$ cat src/rtl/uart_rx_ctrl_if.sv
// rtl/uart_rx_ctrl_if.sv - SoC-side receive FIFO access bus for uart_rx_ctrl
interface uart_rx_ctrl_if #(
  parameter int DATA       = 8,
  parameter int DEPTH_LOG2 = 2
);
  logic [DATA-1:0]     o_data;
  logic                o_valid;
  logic                i_rd;
  logic [DEPTH_LOG2:0] o_count;
  logic                o_overrun;
  logic                i_clr_overrun;
  logic                i_flush;

  // slave: the controller that owns the FIFO
  modport slave (
    output o_data, o_valid, o_count, o_overrun,
    input  i_rd, i_clr_overrun, i_flush
  );

  // master: the SoC-side reader
  modport master (
    input  o_data, o_valid, o_count, o_overrun,
    output i_rd, i_clr_overrun, i_flush
  );
endinterface

$ cat src/rtl/uart_rx_ctrl.sv
// rtl/uart_rx_ctrl.sv - UART receive sequencer: tick gen, pin sync, idle gating, byte FIFO (optional UART_RX_CTRL_STATS_EN)
module uart_rx_ctrl #(
  parameter int DATA       = 8,
  parameter int DIV_W      = 16,
  parameter int OSR        = 16,
  parameter int IDLE_BITS  = 2,
  parameter int DEPTH_LOG2 = 2
) (
  input  logic             i_clk,
  input  logic             i_rst,
  input  logic             i_en,
  input  logic [DIV_W-1:0] i_divisor,
  input  logic             i_rx_pin,
  output logic             o_rx_sync,
  output logic             o_os_tick,
  output logic             o_core_rst,
  input  logic [DATA-1:0]  i_core_data,
  input  logic             i_core_ready,
  output logic [1:0]       o_state,
`ifdef UART_RX_CTRL_STATS_EN
  output logic [15:0]      o_byte_count,
  output logic [7:0]       o_drop_count,
`endif
  uart_rx_ctrl_if.slave    bus
);

  localparam int DEPTH       = 1 << DEPTH_LOG2;
  localparam int IDLE_TARGET = IDLE_BITS * OSR;
  localparam int IDLE_W      = $clog2(IDLE_TARGET + 1);
  localparam int PTR_W       = DEPTH_LOG2 + 1;

  typedef enum logic [1:0] {
    ST_OFF  = 2'd0,
    ST_SYNC = 2'd1,
    ST_RUN  = 2'd2
  } state_t;

  logic              rx_meta;
  logic [DIV_W-1:0]  div_cnt;
  state_t            state, state_nxt;
  logic [IDLE_W-1:0] idle_cnt, idle_nxt;
  logic              ready_q;
  logic [PTR_W-1:0]  wr_ptr, rd_ptr, count;
  logic [DATA-1:0]   mem [DEPTH];
  logic              full, empty, new_byte, do_push, do_pop, drop;
  logic              overrun;

  // Two-flop synchroniser, preset high so the line looks idle out of reset
  always_ff @(posedge i_clk or posedge i_rst) begin
    if (i_rst) begin
      rx_meta   <= 1'b1;
      o_rx_sync <= 1'b1;
    end else begin
      rx_meta   <= i_rx_pin;
      o_rx_sync <= rx_meta;
    end
  end

  // Oversample tick; >= compare lets a shrunken divisor fire at once instead of wrapping
  always_ff @(posedge i_clk or posedge i_rst) begin
    if (i_rst) begin
      div_cnt   <= '0;
      o_os_tick <= 1'b0;
    end else if (!i_en) begin
      div_cnt   <= '0;
      o_os_tick <= 1'b0;
    end else if (div_cnt >= i_divisor) begin
      div_cnt   <= '0;
      o_os_tick <= 1'b1;
    end else begin
      div_cnt   <= div_cnt + DIV_W'(1);
      o_os_tick <= 1'b0;
    end
  end

  // FSM state and idle-time counter registers
  always_ff @(posedge i_clk or posedge i_rst) begin
    if (i_rst) begin
      state    <= ST_OFF;
      idle_cnt <= '0;
    end else begin
      state    <= state_nxt;
      idle_cnt <= idle_nxt;
    end
  end

  // Next state: core is released only after IDLE_BITS bit times of unbroken high line
  always_comb begin
    state_nxt = state;
    idle_nxt  = idle_cnt;
    if (!i_en) begin
      state_nxt = ST_OFF;
      idle_nxt  = '0;
    end else begin
      case (state)
        ST_OFF: begin
          state_nxt = ST_SYNC;
          idle_nxt  = '0;
        end
        ST_SYNC: begin
          if (o_os_tick) begin
            idle_nxt = o_rx_sync ? idle_cnt + IDLE_W'(1) : '0;
            if (idle_nxt == IDLE_W'(IDLE_TARGET)) state_nxt = ST_RUN;
          end
        end
        ST_RUN:  state_nxt = ST_RUN;
        default: state_nxt = ST_OFF;
      endcase
    end
  end

  assign o_state    = state;
  assign o_core_rst = (state != ST_RUN);

  assign count    = wr_ptr - rd_ptr;
  assign full     = (count == PTR_W'(DEPTH));
  assign empty    = (count == '0);
  assign new_byte = i_core_ready && !ready_q && (state == ST_RUN);
  assign do_pop   = bus.i_rd && !empty && !bus.i_flush;
  assign do_push  = new_byte && !bus.i_flush && (!full || do_pop);
  assign drop     = new_byte && !bus.i_flush && full && !do_pop;

  // Previous core ready level for rising-edge detection
  always_ff @(posedge i_clk or posedge i_rst) begin
    if (i_rst) ready_q <= 1'b0;
    else       ready_q <= i_core_ready;
  end

  // FIFO pointers; flush drops everything including a same-cycle push
  always_ff @(posedge i_clk or posedge i_rst) begin
    if (i_rst) begin
      wr_ptr <= '0;
      rd_ptr <= '0;
    end else if (bus.i_flush) begin
      rd_ptr <= wr_ptr;
    end else begin
      if (do_push) wr_ptr <= wr_ptr + PTR_W'(1);
      if (do_pop)  rd_ptr <= rd_ptr + PTR_W'(1);
    end
  end

  // FIFO storage; on push+pop at full the write lands in the slot being vacated
  always_ff @(posedge i_clk) begin
    if (do_push) mem[wr_ptr[DEPTH_LOG2-1:0]] <= i_core_data;
  end

  // Sticky overrun; a new drop beats a same-cycle clear
  always_ff @(posedge i_clk or posedge i_rst) begin
    if (i_rst)                  overrun <= 1'b0;
    else if (drop)              overrun <= 1'b1;
    else if (bus.i_clr_overrun) overrun <= 1'b0;
  end

  assign bus.o_count   = count;
  assign bus.o_valid   = !empty;
  assign bus.o_data    = empty ? '0 : mem[rd_ptr[DEPTH_LOG2-1:0]];
  assign bus.o_overrun = overrun;

`ifdef UART_RX_CTRL_STATS_EN
  // Accepted-byte counter wraps; drop counter saturates
  always_ff @(posedge i_clk or posedge i_rst) begin
    if (i_rst) begin
      o_byte_count <= '0;
      o_drop_count <= '0;
    end else begin
      if (do_push) o_byte_count <= o_byte_count + 16'd1;
      if (drop && o_drop_count != 8'hFF) o_drop_count <= o_drop_count + 8'd1;
    end
  end
`endif

endmodule

$ cat src/flat_wrapper.sv
// flat-port wrapper written by rule: the top's interface ports become plain ports
module uart_rx_ctrl_flat 
#(
  parameter int DATA       = 8,
  parameter int DIV_W      = 16,
  parameter int OSR        = 16,
  parameter int IDLE_BITS  = 2,
  parameter int DEPTH_LOG2 = 2
)
  (i_clk, i_rst, i_en, i_divisor, i_rx_pin, o_rx_sync, o_os_tick, o_core_rst, i_core_data, i_core_ready, o_state, bus_o_data, bus_o_valid, bus_o_count, bus_o_overrun, bus_i_rd, bus_i_clr_overrun, bus_i_flush);
  uart_rx_ctrl_if #(.DATA(DATA), .DEPTH_LOG2(DEPTH_LOG2)) bus_i ();
  input  logic i_clk;
  input  logic i_rst;
  input  logic i_en;
  input  logic [DIV_W-1:0] i_divisor;
  input  logic i_rx_pin;
  output logic o_rx_sync;
  output logic o_os_tick;
  output logic o_core_rst;
  input  logic [DATA-1:0] i_core_data;
  input  logic i_core_ready;
  output logic [1:0] o_state;
  output wire logic [$bits(bus_i.o_data)-1:0] bus_o_data;
  output wire logic [$bits(bus_i.o_valid)-1:0] bus_o_valid;
  output wire logic [$bits(bus_i.o_count)-1:0] bus_o_count;
  output wire logic [$bits(bus_i.o_overrun)-1:0] bus_o_overrun;
  input wire logic [$bits(bus_i.i_rd)-1:0] bus_i_rd;
  input wire logic [$bits(bus_i.i_clr_overrun)-1:0] bus_i_clr_overrun;
  input wire logic [$bits(bus_i.i_flush)-1:0] bus_i_flush;
  assign bus_o_data = bus_i.o_data;
  assign bus_o_valid = bus_i.o_valid;
  assign bus_o_count = bus_i.o_count;
  assign bus_o_overrun = bus_i.o_overrun;
  assign bus_i.i_rd = bus_i_rd;
  assign bus_i.i_clr_overrun = bus_i_clr_overrun;
  assign bus_i.i_flush = bus_i_flush;
  uart_rx_ctrl #(.DATA(DATA), .DIV_W(DIV_W), .OSR(OSR), .IDLE_BITS(IDLE_BITS), .DEPTH_LOG2(DEPTH_LOG2)) u_core (.i_clk(i_clk), .i_rst(i_rst), .i_en(i_en), .i_divisor(i_divisor), .i_rx_pin(i_rx_pin), .o_rx_sync(o_rx_sync), .o_os_tick(o_os_tick), .o_core_rst(o_core_rst), .i_core_data(i_core_data), .i_core_ready(i_core_ready), .o_state(o_state), .bus(bus_i));
endmodule
$ cat config.mk
export PLATFORM = sky130hd
export DESIGN_NAME = uart_rx_ctrl_flat
export DESIGN_NICKNAME = d
export VERILOG_FILES = /design/src/rtl/uart_rx_ctrl_if.sv /design/src/rtl/uart_rx_ctrl.sv /design/src/flat_wrapper.sv
export SDC_FILE = /design/constraint.sdc
export NUM_CORES = 1
export LEC_CHECK = 0
export ABC_AREA = 1
export BUFFER_PORTS_ARGS = -buffer_cell sky130_fd_sc_hd__buf_2
export CAP_MARGIN = 20
export CELL_PAD_IN_SITES_DETAIL_PLACEMENT = 0
export CELL_PAD_IN_SITES_GLOBAL_PLACEMENT = 1
export CORE_ASPECT_RATIO = 0.75
export CORE_MARGIN = 1.5
export CORE_UTILIZATION = 44
export CTS_CLUSTER_DIAMETER = 100
export DETAILED_ROUTE_END_ITERATION = 16
export PLACE_DENSITY = 0.81
export SLEW_MARGIN = 15
export SYNTH_ARGS = -nofsm -noshare
export SYNTH_HDL_FRONTEND = slang
export SYNTH_SLANG_ARGS = --single-unit
$ cat constraint.sdc
create_clock -name i_clk -period 3.07 [get_ports i_clk]
set_clock_uncertainty 0.2 [all_clocks]
set_input_delay 0.614 -clock i_clk [delete_from_list [all_inputs] [get_ports i_clk]]
set_output_delay 0.614 -clock i_clk [all_outputs]
set_load 0.02 [all_outputs]
# --- After elaboration in Yosys (flattened, before gate mapping) ---
# Memory sizes are Yosys's and may differ from the RTL's.
# Index checks and enable logic that the tools add are counted.
totals:
  ff_bits: 35
  ram_bits: 32
  in_bits: 32
  output_inout_bits: 18
  mem_count: 1
op_classes:
  add_sub_neg: 5
  n_lt_le_gt_ge: 1
  n_eq_ne: 8
  muxes: 19
  n_bitwise: 1
  n_reduce_logical: 21
mem_list:
  columns: ["memory", "words", "width", "read_ports", "rd_clocked_by_memory_dff", "wr", "line_no", "rtl"]
  rows:
  - ["u_core.mem", 4, 8, 1, 0, 1, "uart_rx_ctrl.sv:44", "logic [DATA-1:0] mem [DEPTH];"]
op_table:
  columns: ["cell", "count"]
  rows:
  - ["$mux W16", 2]
  - ["$mux W6", 3]
  - ["$add A16 B1 Y16 const B", 1]
  - ["$ge A16 B16 Y1", 1]
  - ["$pmux W6 S2", 1]
  - ["$logic_and A1 B1 Y1", 8]
  - ["$mux W8", 1]
  - ["$add A3 B1 Y3 const B", 2]
  - ["$add A6 B1 Y6 const B", 1]
  - ["$eq A6 B6 Y1 const B", 1]
  - ["$mux W1", 6]
  - ["$mux W2", 3]
  - ["$mux W3", 2]
  - ["$ne A3 B2 Y1 const B", 2]
  - ["$pmux W2 S3", 1]
  - ["$reduce_and A2 Y1", 3]
  - ["$logic_not A1 Y1", 5]
  - ["$reduce_bool A2 Y1", 2]
  - ["$eq A3 B3 Y1 const B", 1]
  - ["$logic_not A3 Y1", 1]
  - ["$ne A3 B1 Y1 const B", 1]
  - ["$sub A3 B3 Y3", 1]
  - ["$eq A2 B1 Y1 const B", 1]
  - ["$eq A2 B2 Y1 const B", 1]
  - ["4 further kinds", 4]

# --- Depth between registers and ports, before layout ---
logic_depth:
  depth_word: 9
  ltp_mapped: 13

# --- Worst setup path before layout ---
# Ideal clock, no wire load.
synth_timing:
  path_kind: "register to output"
  start: "register u_core.wr_ptr[0]"
  end: "output bus_o_data[0]"
  arrival_time_ps: 1703
  required_time_ps: 2256
  path_slack_ps: 553
  path_stages_with_launch: 10
  cell_sequence: "dfrtp_1 > inv_1 > ha_1 > fa_1 > nand2_1 > inv_1 > nand3_2 > buf_6 > nand2_1 > inv_1"
synth_via:
  elab_chain_len: 3
synth_lines:
  columns: ["element", "line_no", "rtl"]
  rows:
  - ["from (decl)", "uart_rx_ctrl.sv:43", "logic [PTR_W-1:0] wr_ptr, rd_ptr, count;"]
  - ["from (signal assigned)", "uart_rx_ctrl.sv:137", "if (do_push) wr_ptr <= wr_ptr + PTR_W'(1);"]
  - ["$sub A3 B3 Y3", "uart_rx_ctrl.sv:115", "assign count = wr_ptr - rd_ptr;"]
  - ["$logic_not A3 Y1", "uart_rx_ctrl.sv:117", "assign empty = (count == '0);"]
  - ["$mux W8", "uart_rx_ctrl.sv:156", "assign bus.o_data = empty ? '0 : mem[rd_ptr[DEPTH_LOG2-1:0]];"]
  - ["to (decl)", "flat_wrapper.sv:23", "output wire logic [$bits(bus_i.o_data)-1:0] bus_o_data;"]
# Every way passes these cells.

# --- Worst setup path after layout ---
layout_timing:
  start: "register u_core.wr_ptr[0]"
  end: "output bus_o_data[3]"
# Same word-level chain as after synthesis.

==> results.yml <==
timing:
  hold_violations: 0
  rsz0062_at_grt: "false"
  slew_violations: 0
  worst_hold_slack_ps: 154
  setup_viol: 0
  fmax_ghz: 0.337
  tightest_slew_ps: 526
  maxSlewHeadroom: 0.649
  min_period_over_period: 0.965
  fin_setup_tns_ps: 0
  period_needed_ps: 2960
layout:
  diodes: 0
  final_cell_area_mm2: 0.00463
  drive_gt1_frac: 0.213
  nNetsFinal: 558
  syn_to_final_growth_pct: 19.1
detailed_routing:
  vias: 3071
  viasPerCell: 5.03
  drtIter0Drc: 259
  wire_per_inst_um: 13.8
  drc: 0
  wl_um: 8420
  detail-route-antenna-nets: 0
  drtPass1Iterations: 4
synth:
  yosys_most_used_dff: "dfrtp_1"
  syn_area_per_cell_um2: 8.85
  synth_top_cells_by_area: "edfxtp_1 (25%), dfrtp_1 (21%), ha_1 (9.0%)"
  yosysWarnings: 0
  ys_types: 41
  synth_nets: 500
  netlist.top_cell.by_area: "edfxtp_1"
  synthCells: 439
  yosys-top-cells-count: "nand2_1 (92), inv_1 (69), nor2_1 (52), dfrtp_1 (33)"
  synth-seq-area-share: 0.474
  async_flop_share: 0.522
  synth_top_area_share: 0.247
  yosysMostFrequentCell: "nand2_1"
  synth_area_mm2: 0.00388
  synth-edff-count: 32
  synth_seq_cells: 67
worst_setup_path:
  cp-start-kind: "flip-flop"
  crit_fanout: 5
  arrival_ps: 2150
  reg2reg_slack_ps: 710
  critPathCaptureType: "primary output"
  rr_startpoint: "u_core.wr_ptr[0]$_DFFE_PP0P_"
  r2r-end: "u_core.mem[2][1]$_DFFE_PP_"
  crit_type: "reg -> out"
  reg2reg_depth: 9
  crit_required_ps: 2260
pwr:
  total_power_mw: 3.62
  power_density_mw_per_mm2: 782
  switching_share: 0.364
  power.net_switching_mw: 1.32
  ir_drop_v: 0.000537
  p_int_mw: 2.30
  leakagePower_nw: 2.26
  comb_power_share: 0.363
  pwr-share-clk: 0.349
  seq_power_share: 0.288
clocking:
  cts_tree: "yes"
  postCtsHoldBufs: 0
  cts_buffers: 9
  cts.path.max_buffers: 2
  clock-root-buffer: "clkbuf_16"
  clkSlewWorstSetupHoldPaths_ps: 50
  cts_max_level: 3
  insertion_delay_ps: 330
  clock_sinks: 67
global_routing:
  overflow: 0
  grt_pass1_wl_um: 14100
  grt_max_degree: 36
  antenna_found_initial: 0
  grtUsageTotal: 0.189
  grt_pass1_vias: 2951
placement:
  portBuffers: 49
  dpl-instance-area_mm2: 0.00424
  dp_hpwl_um: 6080
  finalWeightedCongestion: 0.815
worst_hold_path:
  min-delay-start: "u_core.rx_meta$_DFF_PP1_"
  min_path_cells: 0
  worst_hold_path_type: "reg -> reg"
  worstHoldEndpoint: "u_core.o_rx_sync$_DFF_PP1_"
floorplan:
  core_area_mm2: 0.00853
  die_area_mm2: 0.00941
  io_pins: 50
  std_cell_rows: 29
  die_h_um: 84.4
  initial_core_util: 0.455
  die_x_um: 111
status:
  status: "completed"
run:
  cap_violations: 0
layer usage:
layer,vias to the layer above,share of wire,global-route usage
li1,1555,-,-
met3,2,0.055,0.0549
met2,82,0.42,0.274
met5,-,0,0
met1,1432,0.52,0.280
met4,0,0.0034,0.0414
through the flow:
step                utilization  std cells  setup slack, ps
global placement          0.497        592              369
global route              0.543        610             11.0
CTS                       0.541        609             91.9
floorplan                     -        439              553
finish                    0.543        610              107
detailed placement        0.497        592              257
how the worst max path moves through the flow:
stage | start | to | slack [ps] | depth (start not counted)
3_3_place_gp | u_core.wr_ptr[0]$_DFFE_PP0P_ | bus_o_data[3] | 370 | 9
4_1_cts | u_core.wr_ptr[0]$_DFFE_PP0P_ | bus_o_data[7] | 90 | 9
2_1_floorplan | u_core.wr_ptr[0]$_DFFE_PP0P_ | bus_o_data[0] | 550 | 9
6_report | u_core.wr_ptr[0]$_DFFE_PP0P_ | bus_o_data[3] | 110 | 9
5_1_grt | u_core.wr_ptr[0]$_DFFE_PP0P_ | bus_o_data[4] | 10 | 9
3_5_place_dp | u_core.wr_ptr[0]$_DFFE_PP0P_ | bus_o_data[7] | 260 | 9
state kept, by name, summed over array words and instances (netlist names):
name	cells
u_core.mem	32
u_core.o_state	2
u_core.div_cnt	16
u_core.o_rx_sync	1
u_core.rd_ptr	3
u_core.rx_meta	1
u_core.wr_ptr	3
u_core.ready_q	1
u_core.idle_cnt	6
u_core.o_os_tick	1
u_core.bus.o_overrun	1
cells in the final DEF (no fill, tap or decap), drive strengths merged:
cell type,netlist,layout
nor2,65,65
o32ai,9,9
clkbuf,2,10
nand2,96,96
a21oi,7,7
or2,1,1
o21a,1,1
ha,28,28
dfrtp,33,33
o22ai,3,3
buf,9,57
o31ai,1,1
bufinv,0,4
edfxtp,32,32
clkinv,0,2
a32o,1,1
xor2,2,2
fa,1,1
nand3b,2,2
o211ai,2,2
nand3,36,37
nand4,7,7
o21ai,15,15
xnor2,2,2
dfstp,2,2
inv,71,71
o21bai,6,6
nor3,5,5
layout make-up:
class	count	area (um2)
clock inverters	6	138
flip-flops and latches	67	1840
repair buffers	57	305
fillers	754	3900
well taps	108	135
multi-input cells	291	1710
inverters	71	267
clock buffers	10	229
kinds of logic (layout without fill, tap and decap cells):
family	Yosys count	count (layout)	share of synthesized area
xor+xnor	4	4	0.00902
flops	67	67	0.474
buf+inv	82	144	0.0896
simple gates	212	213	0.251
fa+ha+maj	29	29	0.0954
compound gates	45	45	0.0818
critical path: stages, from the launching register on:
cell	delay, ps
dfrtp_1	350
inv_1	90
ha_1	200
fa_1	520
nand2_1	80
inv_2	130
nand3_2	180
nand2_1	110
inv_1	30
buf_2	150
power by group through the flow:
| stage | combinational [mW] | sequential (mW) | clock (mW) |
|---|---|---|---|
| CTS | 1.28 | 1.04 | 1.28 |
| floorplan | 0.905 | 1.07 | 0 |
| global placement | 1.21 | 1.06 | 0 |
| finish | 1.32 | 1.04 | 1.26 |
| global route | 1.46 | 1.05 | 1.32 |
| detailed placement | 1.24 | 1.06 | 0 |
what timing repair did:
| action | in CTS | in global routing |
|---|---|---|
| gates cloned | 0 | 1 |
| buffers inserted | 1 | 0 |
| endpoints found under the setup margin | 9 | 6 |
| pin swaps | 0 | 1 |
| gates resized for setup | 1 | 1 |
Note: power is estimated with default switching activity, not from simulation.
